## config.mk

```make
export PLATFORM = sky130hd
export DESIGN_NAME = wombat_axil_regbank_flat
export DESIGN_NICKNAME = d
export VERILOG_FILES = /design/src/rtl/wombat_axil_regbank_if.sv /design/src/rtl/wombat_axil_regbank.sv /design/src/flat_wrapper.sv
export SDC_FILE = /design/constraint.sdc
export NUM_CORES = 1
export LEC_CHECK = 0
export ABC_AREA = 1
export CORE_AREA = 2 2 187 189
export CTS_BUF_LIST = sky130_fd_sc_hd__clkbuf_4 sky130_fd_sc_hd__clkbuf_8
export DETAILED_ROUTE_END_ITERATION = 8
export DIE_AREA = 0 0 189 191
export GPL_ROUTABILITY_DRIVEN = 0
export PLACE_DENSITY_LB_ADDON = 0.12
export SLEW_MARGIN = 15
export SYNTH_ARGS = -nofsm -noshare
export SYNTH_HDL_FRONTEND = slang
export SYNTH_SLANG_ARGS = --single-unit
```

## constraint.sdc

```tcl
create_clock -name clk -period 6.1 [get_ports clk]
set_clock_uncertainty 0.1 [all_clocks]
set_input_delay 1.22 -clock clk [delete_from_list [all_inputs] [get_ports clk]]
set_output_delay 1.22 -clock clk [all_outputs]
set_load 0.03 [all_outputs]
```

## src/rtl/wombat_axil_regbank_if.sv

```systemverilog
// rtl/wombat_axil_regbank_if.sv - AXI4-Lite slave bus bundle for the wombat register bank
interface wombat_axil_regbank_if #(
    parameter int C_ADDR_WIDTH = 32
);
    logic [C_ADDR_WIDTH-1:0] s_axi_awaddr;
    logic                    s_axi_awvalid;
    logic                    s_axi_awready;
    logic [31:0]             s_axi_wdata;
    logic [3:0]              s_axi_wstrb;
    logic                    s_axi_wvalid;
    logic                    s_axi_wready;
    logic [1:0]              s_axi_bresp;
    logic                    s_axi_bvalid;
    logic                    s_axi_bready;
    logic [C_ADDR_WIDTH-1:0] s_axi_araddr;
    logic                    s_axi_arvalid;
    logic                    s_axi_arready;
    logic [31:0]             s_axi_rdata;
    logic [1:0]              s_axi_rresp;
    logic                    s_axi_rvalid;
    logic                    s_axi_rready;

    modport master (
        output s_axi_awaddr, s_axi_awvalid, s_axi_wdata, s_axi_wstrb, s_axi_wvalid,
               s_axi_bready, s_axi_araddr, s_axi_arvalid, s_axi_rready,
        input  s_axi_awready, s_axi_wready, s_axi_bresp, s_axi_bvalid,
               s_axi_arready, s_axi_rdata, s_axi_rresp, s_axi_rvalid
    );

    modport slave (
        input  s_axi_awaddr, s_axi_awvalid, s_axi_wdata, s_axi_wstrb, s_axi_wvalid,
               s_axi_bready, s_axi_araddr, s_axi_arvalid, s_axi_rready,
        output s_axi_awready, s_axi_wready, s_axi_bresp, s_axi_bvalid,
               s_axi_arready, s_axi_rdata, s_axi_rresp, s_axi_rvalid
    );
endinterface

```

## src/rtl/wombat_axil_regbank.sv

```systemverilog
// rtl/wombat_axil_regbank.sv - parametrised AXI4-Lite register bank (ID, RW, RO, clear-on-read)
module wombat_axil_regbank #(
    parameter int                     C_ADDR_WIDTH   = 32,
    parameter logic [C_ADDR_WIDTH-1:0] C_BASE_ADDRESS = '0,
    parameter logic [31:0]            C_ID_VALUE     = 32'h5744_0001,
    parameter int                     C_NUM_RW       = 4,
    parameter int                     C_NUM_RO       = 4,
    parameter int                     C_NUM_COR      = 2,
    parameter logic [32*C_NUM_RW-1:0] C_RW_DEFAULT   = '0
) (
    input  logic                     clk,
    input  logic                     resetn,
    wombat_axil_regbank_if.slave     s_axi,
    output logic [32*C_NUM_RW-1:0]   rw_regs,
    output logic [C_NUM_RW-1:0]      rw_wr_pulse,
    input  logic [32*C_NUM_RO-1:0]   ro_regs,
    input  logic [32*C_NUM_COR-1:0]  cor_regs,
    output logic [C_NUM_COR-1:0]     cor_clear
);

    typedef enum logic [2:0] {K_ID, K_RW, K_RO, K_COR, K_NONE} kind_t;
    typedef struct packed {
        kind_t      kind;
        logic [4:0] idx;
    } dec_t;

    localparam logic [1:0] RESP_OKAY   = 2'b00;
    localparam logic [1:0] RESP_SLVERR = 2'b10;
    localparam logic [1:0] RESP_DECERR = 2'b11;

    // Map an absolute address to a register class and index within that class.
    function automatic dec_t decode(input logic [C_ADDR_WIDTH-1:0] addr);
        logic [C_ADDR_WIDTH-1:0] off;
        logic [9:0]              word;
        dec_t                    d;
        off    = addr - C_BASE_ADDRESS;
        word   = 10'(off >> 2);
        d.kind = K_NONE;
        d.idx  = '0;
        if (addr >= C_BASE_ADDRESS && off < C_ADDR_WIDTH'(32'h1000)) begin
            if (word == 10'd0) begin
                d.kind = K_ID;
            end else if (word >= 10'd4 && word < 10'(4 + C_NUM_RW)) begin
                d.kind = K_RW;
                d.idx  = 5'(word - 10'd4);
            end else if (word >= 10'd64 && word < 10'(64 + C_NUM_RO)) begin
                d.kind = K_RO;
                d.idx  = 5'(word - 10'd64);
            end else if (word >= 10'd128 && word < 10'(128 + C_NUM_COR)) begin
                d.kind = K_COR;
                d.idx  = 5'(word - 10'd128);
            end
        end
        return d;
    endfunction

    logic                    r_aw_full;
    logic [C_ADDR_WIDTH-1:0] r_awaddr;
    logic                    r_w_full;
    logic [31:0]             r_wdata;
    logic [3:0]              r_wstrb;
    logic                    r_bvalid;
    logic [1:0]              r_bresp;
    logic                    r_rvalid;
    logic [31:0]             r_rdata;
    logic [1:0]              r_rresp;
    logic [32*C_NUM_RW-1:0]  r_rw_regs;
    logic [C_NUM_RW-1:0]     r_rw_wr_pulse;
    logic [C_NUM_COR-1:0]    r_cor_clear;

    logic                    w_awready;
    logic                    w_wready;
    logic                    w_arready;
    logic                    w_aw_hs;
    logic                    w_w_hs;
    logic                    w_ar_hs;
    logic                    w_do_write;
    dec_t                    w_wr_dec;
    dec_t                    w_rd_dec;
    logic [31:0]             w_rdata;
    logic [1:0]              w_rresp;
    logic [1:0]              w_bresp;
    logic [C_NUM_COR-1:0]    w_cor_hit;

    // Readies depend on resetn directly so they are low throughout reset.
    assign w_awready  = ~r_aw_full & ~r_bvalid & resetn;
    assign w_wready   = ~r_w_full & ~r_bvalid & resetn;
    assign w_arready  = ~r_rvalid & resetn;
    assign w_aw_hs    = s_axi.s_axi_awvalid & w_awready;
    assign w_w_hs     = s_axi.s_axi_wvalid & w_wready;
    assign w_ar_hs    = s_axi.s_axi_arvalid & w_arready;
    assign w_do_write = r_aw_full & r_w_full;
    assign w_wr_dec   = decode(r_awaddr);
    assign w_rd_dec   = decode(s_axi.s_axi_araddr);

    always_comb begin
        w_rdata   = 32'hDEAD_BEEF;
        w_rresp   = RESP_DECERR;
        w_cor_hit = '0;
        case (w_rd_dec.kind)
            K_ID: begin
                w_rdata = C_ID_VALUE;
                w_rresp = RESP_OKAY;
            end
            K_RW: begin
                w_rresp = RESP_OKAY;
                for (int i = 0; i < C_NUM_RW; i++)
                    if (w_rd_dec.idx == 5'(i)) w_rdata = r_rw_regs[32*i +: 32];
            end
            K_RO: begin
                w_rresp = RESP_OKAY;
                for (int i = 0; i < C_NUM_RO; i++)
                    if (w_rd_dec.idx == 5'(i)) w_rdata = ro_regs[32*i +: 32];
            end
            K_COR: begin
                w_rresp = RESP_OKAY;
                for (int i = 0; i < C_NUM_COR; i++)
                    if (w_rd_dec.idx == 5'(i)) begin
                        w_rdata      = cor_regs[32*i +: 32];
                        w_cor_hit[i] = 1'b1;
                    end
            end
            default: ;
        endcase
    end

    always_comb begin
        case (w_wr_dec.kind)
            K_RW:    w_bresp = RESP_OKAY;
            K_NONE:  w_bresp = RESP_DECERR;
            default: w_bresp = RESP_SLVERR;
        endcase
    end

    always_ff @(posedge clk) begin
        if (!resetn) begin
            r_aw_full     <= 1'b0;
            r_awaddr      <= '0;
            r_w_full      <= 1'b0;
            r_wdata       <= '0;
            r_wstrb       <= '0;
            r_bvalid      <= 1'b0;
            r_bresp       <= RESP_OKAY;
            r_rvalid      <= 1'b0;
            r_rdata       <= '0;
            r_rresp       <= RESP_OKAY;
            r_rw_regs     <= C_RW_DEFAULT;
            r_rw_wr_pulse <= '0;
            r_cor_clear   <= '0;
        end else begin
            r_rw_wr_pulse <= '0;
            r_cor_clear   <= '0;

            if (w_aw_hs) begin
                r_aw_full <= 1'b1;
                r_awaddr  <= s_axi.s_axi_awaddr;
            end
            if (w_w_hs) begin
                r_w_full <= 1'b1;
                r_wdata  <= s_axi.s_axi_wdata;
                r_wstrb  <= s_axi.s_axi_wstrb;
            end

            // Holding registers cannot refill while bvalid is up, so commit and B release never overlap.
            if (w_do_write) begin
                r_aw_full <= 1'b0;
                r_w_full  <= 1'b0;
                r_bvalid  <= 1'b1;
                r_bresp   <= w_bresp;
                if (w_wr_dec.kind == K_RW) begin
                    for (int i = 0; i < C_NUM_RW; i++) begin
                        if (w_wr_dec.idx == 5'(i)) begin
                            r_rw_wr_pulse[i] <= 1'b1;
                            for (int b = 0; b < 4; b++)
                                if (r_wstrb[b]) r_rw_regs[32*i + 8*b +: 8] <= r_wdata[8*b +: 8];
                        end
                    end
                end
            end else if (r_bvalid && s_axi.s_axi_bready) begin
                r_bvalid <= 1'b0;
            end

            // Read samples pre-write register values, so a same-edge write returns old data.
            if (w_ar_hs) begin
                r_rvalid    <= 1'b1;
                r_rdata     <= w_rdata;
                r_rresp     <= w_rresp;
                r_cor_clear <= w_cor_hit;
            end else if (r_rvalid && s_axi.s_axi_rready) begin
                r_rvalid <= 1'b0;
            end
        end
    end

    assign s_axi.s_axi_awready = w_awready;
    assign s_axi.s_axi_wready  = w_wready;
    assign s_axi.s_axi_arready = w_arready;
    assign s_axi.s_axi_bvalid  = r_bvalid;
    assign s_axi.s_axi_bresp   = r_bresp;
    assign s_axi.s_axi_rvalid  = r_rvalid;
    assign s_axi.s_axi_rdata   = r_rdata;
    assign s_axi.s_axi_rresp   = r_rresp;
    assign rw_regs             = r_rw_regs;
    assign rw_wr_pulse         = r_rw_wr_pulse;
    assign cor_clear           = r_cor_clear;

endmodule

```

## src/flat_wrapper.sv

```systemverilog
// flat-port wrapper written by rule: the top's interface ports become plain ports
module wombat_axil_regbank_flat 
#(
    parameter int                     C_ADDR_WIDTH   = 32,
    parameter logic [C_ADDR_WIDTH-1:0] C_BASE_ADDRESS = '0,
    parameter logic [31:0]            C_ID_VALUE     = 32'h5744_0001,
    parameter int                     C_NUM_RW       = 4,
    parameter int                     C_NUM_RO       = 4,
    parameter int                     C_NUM_COR      = 2,
    parameter logic [32*C_NUM_RW-1:0] C_RW_DEFAULT   = '0
)
  (clk, resetn, rw_regs, rw_wr_pulse, ro_regs, cor_regs, cor_clear, s_axi_s_axi_awaddr, s_axi_s_axi_awvalid, s_axi_s_axi_wdata, s_axi_s_axi_wstrb, s_axi_s_axi_wvalid, s_axi_s_axi_bready, s_axi_s_axi_araddr, s_axi_s_axi_arvalid, s_axi_s_axi_rready, s_axi_s_axi_awready, s_axi_s_axi_wready, s_axi_s_axi_bresp, s_axi_s_axi_bvalid, s_axi_s_axi_arready, s_axi_s_axi_rdata, s_axi_s_axi_rresp, s_axi_s_axi_rvalid);
  wombat_axil_regbank_if #(.C_ADDR_WIDTH(C_ADDR_WIDTH)) s_axi_i ();
  input  logic clk;
  input  logic resetn;
  output logic [32*C_NUM_RW-1:0] rw_regs;
  output logic [C_NUM_RW-1:0] rw_wr_pulse;
  input  logic [32*C_NUM_RO-1:0] ro_regs;
  input  logic [32*C_NUM_COR-1:0] cor_regs;
  output logic [C_NUM_COR-1:0] cor_clear;
  input wire logic [$bits(s_axi_i.s_axi_awaddr)-1:0] s_axi_s_axi_awaddr;
  input wire logic [$bits(s_axi_i.s_axi_awvalid)-1:0] s_axi_s_axi_awvalid;
  input wire logic [$bits(s_axi_i.s_axi_wdata)-1:0] s_axi_s_axi_wdata;
  input wire logic [$bits(s_axi_i.s_axi_wstrb)-1:0] s_axi_s_axi_wstrb;
  input wire logic [$bits(s_axi_i.s_axi_wvalid)-1:0] s_axi_s_axi_wvalid;
  input wire logic [$bits(s_axi_i.s_axi_bready)-1:0] s_axi_s_axi_bready;
  input wire logic [$bits(s_axi_i.s_axi_araddr)-1:0] s_axi_s_axi_araddr;
  input wire logic [$bits(s_axi_i.s_axi_arvalid)-1:0] s_axi_s_axi_arvalid;
  input wire logic [$bits(s_axi_i.s_axi_rready)-1:0] s_axi_s_axi_rready;
  output wire logic [$bits(s_axi_i.s_axi_awready)-1:0] s_axi_s_axi_awready;
  output wire logic [$bits(s_axi_i.s_axi_wready)-1:0] s_axi_s_axi_wready;
  output wire logic [$bits(s_axi_i.s_axi_bresp)-1:0] s_axi_s_axi_bresp;
  output wire logic [$bits(s_axi_i.s_axi_bvalid)-1:0] s_axi_s_axi_bvalid;
  output wire logic [$bits(s_axi_i.s_axi_arready)-1:0] s_axi_s_axi_arready;
  output wire logic [$bits(s_axi_i.s_axi_rdata)-1:0] s_axi_s_axi_rdata;
  output wire logic [$bits(s_axi_i.s_axi_rresp)-1:0] s_axi_s_axi_rresp;
  output wire logic [$bits(s_axi_i.s_axi_rvalid)-1:0] s_axi_s_axi_rvalid;
  assign s_axi_i.s_axi_awaddr = s_axi_s_axi_awaddr;
  assign s_axi_i.s_axi_awvalid = s_axi_s_axi_awvalid;
  assign s_axi_i.s_axi_wdata = s_axi_s_axi_wdata;
  assign s_axi_i.s_axi_wstrb = s_axi_s_axi_wstrb;
  assign s_axi_i.s_axi_wvalid = s_axi_s_axi_wvalid;
  assign s_axi_i.s_axi_bready = s_axi_s_axi_bready;
  assign s_axi_i.s_axi_araddr = s_axi_s_axi_araddr;
  assign s_axi_i.s_axi_arvalid = s_axi_s_axi_arvalid;
  assign s_axi_i.s_axi_rready = s_axi_s_axi_rready;
  assign s_axi_s_axi_awready = s_axi_i.s_axi_awready;
  assign s_axi_s_axi_wready = s_axi_i.s_axi_wready;
  assign s_axi_s_axi_bresp = s_axi_i.s_axi_bresp;
  assign s_axi_s_axi_bvalid = s_axi_i.s_axi_bvalid;
  assign s_axi_s_axi_arready = s_axi_i.s_axi_arready;
  assign s_axi_s_axi_rdata = s_axi_i.s_axi_rdata;
  assign s_axi_s_axi_rresp = s_axi_i.s_axi_rresp;
  assign s_axi_s_axi_rvalid = s_axi_i.s_axi_rvalid;
  wombat_axil_regbank #(.C_ADDR_WIDTH(C_ADDR_WIDTH), .C_BASE_ADDRESS(C_BASE_ADDRESS), .C_ID_VALUE(C_ID_VALUE), .C_NUM_RW(C_NUM_RW), .C_NUM_RO(C_NUM_RO), .C_NUM_COR(C_NUM_COR), .C_RW_DEFAULT(C_RW_DEFAULT)) u_core (.clk(clk), .resetn(resetn), .s_axi(s_axi_i), .rw_regs(rw_regs), .rw_wr_pulse(rw_wr_pulse), .ro_regs(ro_regs), .cor_regs(cor_regs), .cor_clear(cor_clear));
endmodule
```

**After elaboration in Yosys (flattened, before gate mapping)**

Cells that the tools add are included.

- Add/sub/neg operators: 6
- $lt $le $gt $ge: 16
- Eq/ne operators: 11
- Muxes and demuxes: 35
- Bitwise gates (word level): 14
- Reductions and logical operators: 37

Operators with widths:

| kind | count |
|---|---|
| 32-bit 2-to-1 mux | 10 |
| 32-bit case mux with 4 select lines | 1 |
| 32-bit by 1-bit >= comparator with 1-bit output, second input constant | 2 |
| 32-bit by 13-bit less-than comparator with 1-bit output, second input constant | 2 |
| 8-bit 2-to-1 mux | 8 |
| 4-bit AND reduction | 16 |
| 5-bit by 2-bit == test with 1-bit output, second input constant | 4 |
| 10-bit by 3-bit >= comparator with 1-bit output, second input constant | 2 |
| 10-bit by 7-bit >= comparator with 1-bit output, second input constant | 2 |
| 10-bit by 8-bit >= comparator with 1-bit output, second input constant | 2 |
| 10-bit zero test | 2 |
| 10-bit by 4-bit less-than comparator with 1-bit output, second input constant | 2 |
| 10-bit by 7-bit less-than comparator with 1-bit output, second input constant | 2 |
| 10-bit by 8-bit less-than comparator with 1-bit output, second input constant | 2 |
| 5-bit by 1-bit subtractor with 5-bit output, second input constant | 4 |
| 5-bit by 1-bit == test with 1-bit output, second input constant | 2 |
| 1-bit logical AND | 10 |
| 5-bit zero test | 2 |
| 1-bit 2-to-1 mux | 10 |
| 5-bit 2-to-1 mux | 2 |
| 5-bit by 3-bit subtractor with 5-bit output, second input constant | 2 |
| 1-bit bitwise AND | 9 |
| 3-bit by 1-bit == test with 1-bit output, second input constant | 2 |
| 3-bit by 2-bit == test with 1-bit output, second input constant | 2 |
| other kinds (10) | 17 |

- Flip-flop bits (word level): 242
- Output and inout bits: 175
- Word-level logic and storage cells: 147

**Depth between registers and ports, before layout**

Gate-level depths: netlist (run 1).

- Depth after elaboration: 13
- Gate-level depth with buffers: 19
- Depth with buffers taken out: 17

**Worst setup path after synthesis (run 1)**

OpenSTA, ideal clock, no wires.

- Kind: input to output
- Start point: input port resetn
- End point: output port s_axi_s_axi_awready
- Arrival time: 2.066 ns
- Required time: 4.780 ns
- Setup slack: 2.714 ns
- Stages on the path: 3
- Path buffers: 1
- Cells stage by stage: inv_2 -> nor3_1 -> clkbuf_1

- Word-level cells in the longest chain between the ends: 1

RTL lines:

| what | line | RTL |
|---|---|---|
| start: declaration | flat_wrapper.sv:15 | `input logic resetn;` |
| 1-bit bitwise AND | wombat_axil_regbank.sv:86 | `assign w_awready = ~r_aw_full & ~r_bvalid & resetn;` |
| end: declaration | flat_wrapper.sv:30 | `output wire logic [$bits(s_axi_i.s_axi_awready)-1:0] s_axi_s_axi_awready;` |

Every way passes these cells.

**Worst setup path after layout (run 1)**

Ends and elaborated chain as after synthesis.

==> results.yml, run 1 <==
drt:
  ant_nets: 0
  avgRoutedWirePerCell_um: 20.3
  wl_um: 54700
  first_pass_iters: 5
  drt_iter0_markers: 1050
  vias_per_cell: 5.15
  via_count: 13900
  drc: 0
logic_synthesis:
  syn_area_per_cell_um2: 6.91
  synth_area_leaders: "dfxtp_1, nor2_1, o21ai_0, nand2_1, inv_1"
  synth_commonest_cells: "nor2_1, dfxtp_1, nand2_1"
  netlist_area_um2: 12300
  synth-seq-cells: 239
  synth_most_common_cell: "nor2_1"
  synth_edf_count: 0
  ys_types: 42
  ys.flop_type: "dfxtp_1"
  synthArstFlopShare_pct: 0
  synthesis.nets: 2080
  synth_top_area_share_pct: 39.0
  yosysTopAreaCell: "dfxtp_1"
  yosysWarnings: 0
  netlist_instances: 1775
  yosysSeqAreaShare_pct: 39.0
timing:
  relSlewSlack_pct: 35.9
  whs_ns: 0.355
  drv_slew: 0
  min_period_ns: 4.95
  finalHoldViolCount: 0
  worstMarginPinSlew_ns: 0.961
  grt_setup_unrepaired: "no"
  max_freq_mhz: 202
  setup_violations: 0
  finalSetupTns_ns: 0
  fin_crit_sh_pct: 81.1
pwr:
  p_total_mw: 3.87
  p_leak_nw: 7.29
  ir_drop_v: 0.000154
  powerDensity_nw_per_um2: 214
finish:
  final_util_pct: 53.0
  drive_gt1_share_pct: 7.96
  fin_cells: 2693
  nets: 2506
  area_delta_synth_final_pct: 47.4
worst_hold_path:
  min_to: "u_core.r_awaddr[11]"
  hp-start: "u_core.r_awaddr[11]"
  worstHoldPathType: "flop to flop"
  whs_path_depth: 2
clocking:
  postCtsHoldBufs: 0
  post_cts_buffers: 0
  cts_root_buf: "clkbuf_8"
  cts.sinks: 239
  path_clk_slew_ns: 0.06
  cts_made_buffers: 43
  cts_resized: 0
  cts_tree: "built"
  cts_max_level: 2
  clockBufferDepth: 3
  clock_latency_ns: 0.59
floorplan:
  row_count: 68
  start_util_pct: 36.0
  die_y_um: 191
  die-area_um2: 36100
  ioPinCount: 474
  coreArea_um2: 34100
  die_w_um: 189
global_routing:
  grtUsageTotal_pct: 29.2
  grt_pass1_vias: 13300
  grt_overflow: 0
  grt_max_degree: 78
  antenna_found_initial: 5
  grt_pass1_wl_um: 80600
critical_path:
  ff2ff_path_depth: 14
  r2r_start: "u_core.r_awaddr[5]"
  timing.rr.end: "u_core.rw_regs[9]"
  reg2reg_slack_ns: 3.14
  criticalPathCategory: "input port to primary output"
  end_kind: "primary output"
  arrival_ns: 3.63
  cp-start-kind: "input port"
  required_ns: 4.78
  path_max_fanout: 63
run_status:
  status: "finished clean"
place:
  placed_cells: 2611
  dp_hpwl_um: 39900
  io_buffers: 469
flow_run:
  maxCapViolCount: 0
layer usage:
layer / up-vias / share of wire [%] / global-route usage (%)
met5: - / 0.051 / 0
met4: 4 / 3.3 / 10.8
met1: 6450 / 41 / 35.6
met3: 98 / 9.0 / 7.99
met2: 582 / 47 / 49.2
li1: 6723 / - / -
stage by stage:
step / area (µm²) / setup slack, ns
floorplan: 12300 / 2.71
global placement: 17100 / 1.15
detailed placement: 17100 / 1.09
CTS: 18100 / 1.18
global route: 18100 / 1.01
finish: 18100 / 1.15
power breakdown:
part	switching (mW)	internal (mW)	total, mW
clock	0.722	0.982	1.70
combinational	0.243	0.271	0.514
sequential	0.0376	1.61	1.65
layout by cell type (no fill, tap or decap), drive strengths merged, types with 2 or more instances in the layout:
cell | netlist | final
nand4 | 8 | 8
clkinvlp | 0 | 2
a21boi | 21 | 21
diode | 0 | 3
nor3 | 22 | 22
nand3 | 120 | 120
inv | 204 | 204
o2111ai | 17 | 17
nand2 | 260 | 260
o211ai | 11 | 11
or2 | 28 | 28
a21oi | 114 | 114
nor2 | 313 | 313
bufinv | 0 | 3
a211oi | 64 | 64
buf | 46 | 16
nand3b | 2 | 2
clkbuf | 57 | 65
o22ai | 23 | 23
dfxtp | 239 | 239
ha | 6 | 6
clkinv | 1 | 10
clkdlybuf4s50 | 0 | 468
o21ai | 214 | 214
critical path, cell delays in order:
cell	delay, ns
buf_4	0.48
clkinv_2	0.60
nor3_2	0.25
buf_4	0.29
clkdlybuf4s50_1	0.72
worst max-delay path by stage:
| stage | slack [ns] | to | from | cells after the start |
|---|---|---|---|---|
| 2_1_floorplan | 2.71 | s_axi_s_axi_awready | resetn | 3 |
| 3_3_place_gp | 1.15 | u_core.s_axi.s_axi_rdata[7] | s_axi_s_axi_araddr[4] | 16 |
| 3_5_place_dp | 1.09 | u_core.s_axi.s_axi_rdata[7] | s_axi_s_axi_araddr[4] | 16 |
| 4_1_cts | 1.18 | s_axi_s_axi_awready | resetn | 5 |
| 5_1_grt | 1.01 | s_axi_s_axi_awready | resetn | 5 |
| 6_report | 1.15 | s_axi_s_axi_awready | resetn | 5 |
logic make-up (layout without fill, tap and decap cells):
logic type,after synthesis,after routing,share of synthesized area (%)
other,0,3,0
flip-flops,239,239,39.0
buffers and inverters,308,768,10.8
AO/OA/AOI/OAI,466,466,21.8
AND/OR/NAND/NOR,756,756,27.8
adder cells (fa/ha/maj),6,6,0.612
cell type report:
cell class / count / area [µm²]
antenna: 3 / 7.51
clock buffer: 65 / 807
clock inverter: 14 / 165
fill: 3354 / 16000
inverter: 205 / 771
multi-input combinational: 1228 / 6170
sequential: 239 / 4780
tap: 455 / 569
timing repair buffer: 484 / 4800
flip-flops by register name (all words and copies together), names as in the netlist:
signal                     count
u_core.r_wstrb                 4
u_core.s_axi.s_axi_bresp       2
u_core.rw_regs               128
u_core.r_w_full                1
u_core.s_axi.s_axi_bvalid      1
u_core.s_axi.s_axi_rresp       1
u_core.rw_wr_pulse             4
u_core.s_axi.s_axi_rdata      32
u_core.r_wdata                32
u_core.cor_clear               2
u_core.r_awaddr               30
u_core.s_axi.s_axi_rvalid      1
u_core.r_aw_full               1
Power figures use the tool's default switching activity.
==> run 2, diff against run 1 <==
--- a/config.mk
+++ b/config.mk
@@ -6,10 +6,10 @@
 export NUM_CORES = 1
 export LEC_CHECK = 0
 export ABC_AREA = 1
-export CORE_AREA = 2 2 187 189
+export CORE_AREA = 2 2 182 184
 export CTS_BUF_LIST = sky130_fd_sc_hd__clkbuf_4 sky130_fd_sc_hd__clkbuf_8
 export DETAILED_ROUTE_END_ITERATION = 8
-export DIE_AREA = 0 0 189 191
+export DIE_AREA = 0 0 184 186
 export GPL_ROUTABILITY_DRIVEN = 0
 export PLACE_DENSITY_LB_ADDON = 0.12
 export SLEW_MARGIN = 15
==> constraint.sdc (replaced) <==
create_clock -name clk -period 4.9 [get_ports clk]
set_clock_uncertainty 0.1 [all_clocks]
set_input_delay 0.98 -clock clk [delete_from_list [all_inputs] [get_ports clk]]
set_output_delay 0.98 -clock clk [all_outputs]
set_load 0.03 [all_outputs]
==> run 2 against run 1 <==
Worst hold slack got worse by 0.0024 ns. Cell area fell by 0.45%. Count of clock-buffer cells in the layout rose by 1. Register-to-register slack got worse by 0.97 ns. Sequential cell count did not move. Combinational power rose by 25%. Wire length fell by 2.3%. Global-route usage rose by 0.60 points.
==> results.yml, run 2 (synthesis gave the netlist of run 1 again) <==
drt:
  vias_per_cell: 5.22
  wl_met1_um: 22200
  drc: 0
  top_layer: "met5"
  ant_nets: 0
  drt_iter0_markers: 892
  wl_met2_um: 24500
  met3WireLength_um: 4220
  wl_um: 53400
  avgRoutedWirePerCell_um: 20.1
  first_pass_iters: 6
  via_count: 13900
timing:
  min_period_ns: 3.92
  finalHoldViolCount: 0
  fin_crit_sh_pct: 79.9
  grt_setup_unrepaired: "no"
  whs_ns: 0.353
  finalSetupTns_ns: 0
  setup_violations: 0
  drv_slew: 0
  worstMarginPinSlew_ns: 0.798
  relSlewSlack_pct: 46.6
  max_freq_mhz: 255
global_routing:
  grt_overflow: 0
  grt_pass1_vias: 12900
  grt_max_degree: 74
  antenna_found_initial: 9
  grt_pass1_wl_um: 77200
  grtUsageTotal_pct: 29.8
floorplan:
  ioPinCount: 474
  start_util_pct: 38.1
  die_y_um: 186
  row_count: 66
  coreArea_um2: 32200
  die_w_um: 184
  die-area_um2: 34200
finish:
  drive_gt1_share_pct: 8.05
  nets: 2512
  final_common_cell: "clkdlybuf4s50_1"
  largest_reg_flops: 128
  fin_cells: 2652
  final_cell_mix: "clkdlybuf4s50_1, nor2_1, dfxtp_1"
  area_delta_synth_final_pct: 46.7
worst_hold_path:
  whs_path_depth: 2
  min_to: "u_core.r_wstrb[2]"
  worstHoldPathType: "flop to flop"
  hp-start: "u_core.r_wstrb[2]"
critical_path:
  required_ns: 5.27
  ff2ff_path_depth: 14
  path_max_fanout: 49
  criticalPathCategory: "input port to flop"
  timing.rr.end: "u_core.rw_regs[3]"
  r2r_start: "u_core.r_awaddr[4]"
  end_kind: "flop"
  reg2reg_slack_ns: 2.17
  cp-start-kind: "input port"
  arrival_ns: 4.29
pwr:
  p_total_mw: 4.57
  powerDensity_nw_per_um2: 254
  ir_drop_v: 0.000195
  p_leak_nw: 7.28
clocking:
  clockBufferDepth: 3
  postCtsHoldBufs: 0
  cts_tree: "built"
  cts_resized: 0
  cts_made_buffers: 41
  post_cts_buffers: 0
  cts_max_level: 2
  cts_root_buf: "clkbuf_8"
  clock_latency_ns: 0.54
  path_clk_slew_ns: 0.06
  cts.sinks: 239
flow_run:
  maxCapViolCount: 0
run_status:
  status: "finished clean"
place:
  placed_cells: 2572
  io_buffers: 469
  dp_hpwl_um: 39500
[run 2: how the worst max path moves through the flow]
stage	slack [ns]	from	to
2_1_floorplan	1.99	resetn	s_axi_s_axi_awready
3_3_place_gp	0.65	s_axi_s_axi_araddr[4]	u_core.s_axi.s_axi_rdata[7]
3_5_place_dp	0.56	s_axi_s_axi_araddr[4]	u_core.s_axi.s_axi_rdata[23]
4_1_cts	1.12	s_axi_s_axi_araddr[4]	u_core.s_axi.s_axi_rdata[23]
5_1_grt	0.71	s_axi_s_axi_araddr[4]	u_core.s_axi.s_axi_rdata[7]
6_report	0.98	s_axi_s_axi_araddr[4]	u_core.s_axi.s_axi_rdata[7]
[run 2: worst max-delay path, cell delays in order]
cell             delay [ns]
clkdlybuf4s50_1        0.52
inv_1                  0.09
ha_1                   0.23
a21oi_1                0.19
nand3_2                0.14
nand3_4                0.15
nand3_4                0.30
nand2_2                0.35
buf_12                 0.28
or2_2                  0.15
o21ai_0                0.09
nor3_1                 0.46
nor2_1                 0.19
a21boi_1               0.15
[run 2: cell type report]
class	count	area, µm²
Clock buffer	66	827
Antenna cell	8	20.0
Tap cell	408	510
Timing Repair Buffer	492	4880
Sequential cell	239	4780
Fill cell	3103	14200
Clock inverter	6	35.0
Multi-Input combinational cell	1228	6170
Inverter	205	771
[run 2: routing by layer]
layer / GRT usage [%] / up-vias
li1: - / 6728
met1: 36.8 / 6429
met2: 49.6 / 581
met3: 6.46 / 116
met4: 14.3 / 2
met5: 0 / -
[run 2: through the flow]
step                cell area (µm²)  utilization, %  setup slack, ns
floorplan                     12300               -             1.99
global placement              17100            53.1            0.655
global route                  18000            55.9            0.713
finish                        18000            55.9            0.983
CTS                           18000            55.8             1.12
detailed placement            17100            53.1            0.563
[run 2: report_power, final]
part / total, mW / switching [mW] / internal (mW)
logic: 0.641 / 0.303 / 0.337
clock network: 1.87 / 0.808 / 1.07
registers: 2.05 / 0.0461 / 2.01
==> run 3, diff against run 2 <==
==> constraint.sdc (replaced) <==
create_clock -name clk -period 4 [get_ports clk]
set_clock_uncertainty 0.1 [all_clocks]
set_input_delay 0.8 -clock clk [delete_from_list [all_inputs] [get_ports clk]]
set_output_delay 0.8 -clock clk [all_outputs]
set_load 0.03 [all_outputs]
==> run 3 against run 2 <==
Setup slack worse by 0.31 ns. Register-to-register slack worse by 0.90 ns. Wire length down 0.68%. Total power up 27%. Count of clock-buffer cells in the layout down 1. Final cell count up 0.83%. Critical endpoint unchanged. Largest cell class unchanged.
==> results.yml, run 3 (synthesis gave the netlist of run 1 again) <==
floorplan:
  coreArea_um2: 32200
  die-area_um2: 34200
  row_count: 66
  ioPinCount: 474
  start_util_pct: 38.1
  die_y_um: 186
  die_w_um: 184
drt:
  vias_per_cell: 5.17
  avgRoutedWirePerCell_um: 19.8
  drt_iter0_markers: 1040
  drc: 0
  via_count: 13800
  wl_um: 53100
  ant_nets: 0
  first_pass_iters: 7
clocking:
  post_cts_buffers: 0
  path_clk_slew_ns: 0.06
  cts_resized: 0
  postCtsHoldBufs: 0
  cts.sinks: 239
  cts_root_buf: "clkbuf_8"
  cts_max_level: 2
  cts_made_buffers: 43
  cts_tree: "built"
  clockBufferDepth: 3
  clock_latency_ns: 0.55
timing:
  worstMarginPinSlew_ns: 0.768
  finalHoldViolCount: 0
  fin_crit_sh_pct: 83.3
  drv_slew: 0
  finalSetupTns_ns: 0
  setup_violations: 0
  min_period_ns: 3.33
  grt_setup_unrepaired: "no"
  relSlewSlack_pct: 48.8
  max_freq_mhz: 300
finish:
  final_cell_mix: "clkdlybuf4s50_1, nor2_1, dfxtp_1"
  final_util_pct: 56.5
  drive_gt1_share_pct: 8.99
  nets: 2532
  largest_reg_flops: 128
  area_delta_synth_final_pct: 48.4
  final_common_cell: "clkdlybuf4s50_1"
  fillers: 3096
pwr:
  powerDensity_nw_per_um2: 319
  p_leak_nw: 7.41
  p_total_mw: 5.81
  ir_drop_v: 0.000224
place:
  io_buffers: 469
  dp_hpwl_um: 40100
critical_path:
  arrival_ns: 3.70
  ff2ff_path_depth: 14
  required_ns: 4.37
  path_max_fanout: 49
  criticalPathCategory: "input port to flop"
  end_kind: "flop"
  cp-start-kind: "input port"
flow_run:
  maxCapViolCount: 0
worst_hold_path:
  whs_path_depth: 2
  worstHoldPathType: "flop to flop"
global_routing:
  antenna_found_initial: 6
  grt_overflow: 0
  grt_pass1_vias: 13000
  grt_pass1_wl_um: 77600
  grtUsageTotal_pct: 29.9
  grt_max_degree: 78
run_status:
  status: "finished clean"
## run 3: changes by cell type in the layout (fill, tap and decap cells not counted)
cell,change
clkbuf_4,-4
clkdlybuf4s50_1,-3
clkbuf_8,+3
nand2_1,+1
diode_2,+1
clkinv_2,+2
buf_4,+21
bufinv_16,+2
clkinvlp_4,-1
nand2_2,-1
inv_6,+1
## run 3: worst max-delay path, stage by stage
cell	delay (ns)
clkdlybuf4s50_1	0.50
inv_1	0.08
ha_1	0.23
a21oi_1	0.20
nand3_2	0.14
nand2_1	0.11
nand2_1	0.09
nand2_4	0.11
nand2_2	0.08
nand2_2	0.25
buf_12	0.28
or2_2	0.14
o21ai_0	0.07
nor3_1	0.32
nor2_1	0.15
a21boi_1	0.14
## run 3: stage by stage
| step | instances | instance area (µm²) | worst slack, ns | hold WS, ns |
|---|---|---|---|---|
| final | 2674 | 18200 | 0.670 | 0.352 |
| after global routing | 2670 | 18200 | 0.473 | 0.380 |
| after CTS | 2665 | 18200 | 0.676 | 0.357 |
| after detailed placement | 2590 | 17200 | 0.109 | 0.348 |
| after global placement | 2590 | 17200 | 0.168 | 0.342 |
| after floorplan | 1775 | 12300 | 1.35 | 0.329 |
## run 3: worst paths after layout
kind,from,to,slack (ns)
max,s_axi_s_axi_araddr[4],u_core.s_axi.s_axi_rdata[7],0.67
min,u_core.r_wstrb[3],u_core.r_wstrb[3],0.35
max reg2reg,u_core.r_awaddr[5],u_core.rw_regs[3],1.27
min reg2reg,u_core.r_wstrb[3],u_core.r_wstrb[3],0.35
## run 3: where the power goes
| group | internal (mW) | switching (mW) | total (mW) |
|---|---|---|---|
| clock network | 1.47 | 1.05 | 2.52 |
| registers | 2.46 | 0.0561 | 2.51 |
| logic | 0.415 | 0.370 | 0.785 |
## run 3: metal layers
| metal | routed length [µm] | GRT usage (%) | up-vias |
|---|---|---|---|
| met5 | 4 | 0 | - |
| met1 | 21400 | 36.3 | 6346 |
| li1 | - | - | 6771 |
| met3 | 4490 | 6.28 | 108 |
| met2 | 25000 | 50.9 | 585 |
| met4 | 2130 | 13.4 | 2 |
## run 3: final cells by class
| type | instances | area [µm²] | share of cell area [%] |
|---|---|---|---|
| multi-input combinational | 1228 | 6170 | 33.9 |
| clock inverter | 10 | 106 | 0.584 |
| timing repair buffer | 510 | 5000 | 27.5 |
| antenna | 9 | 22.5 | 0.124 |
| sequential | 239 | 4780 | 26.3 |
| inverter | 205 | 771 | 4.23 |
| clock buffer | 65 | 838 | 4.60 |
| tap | 408 | 510 | 2.80 |
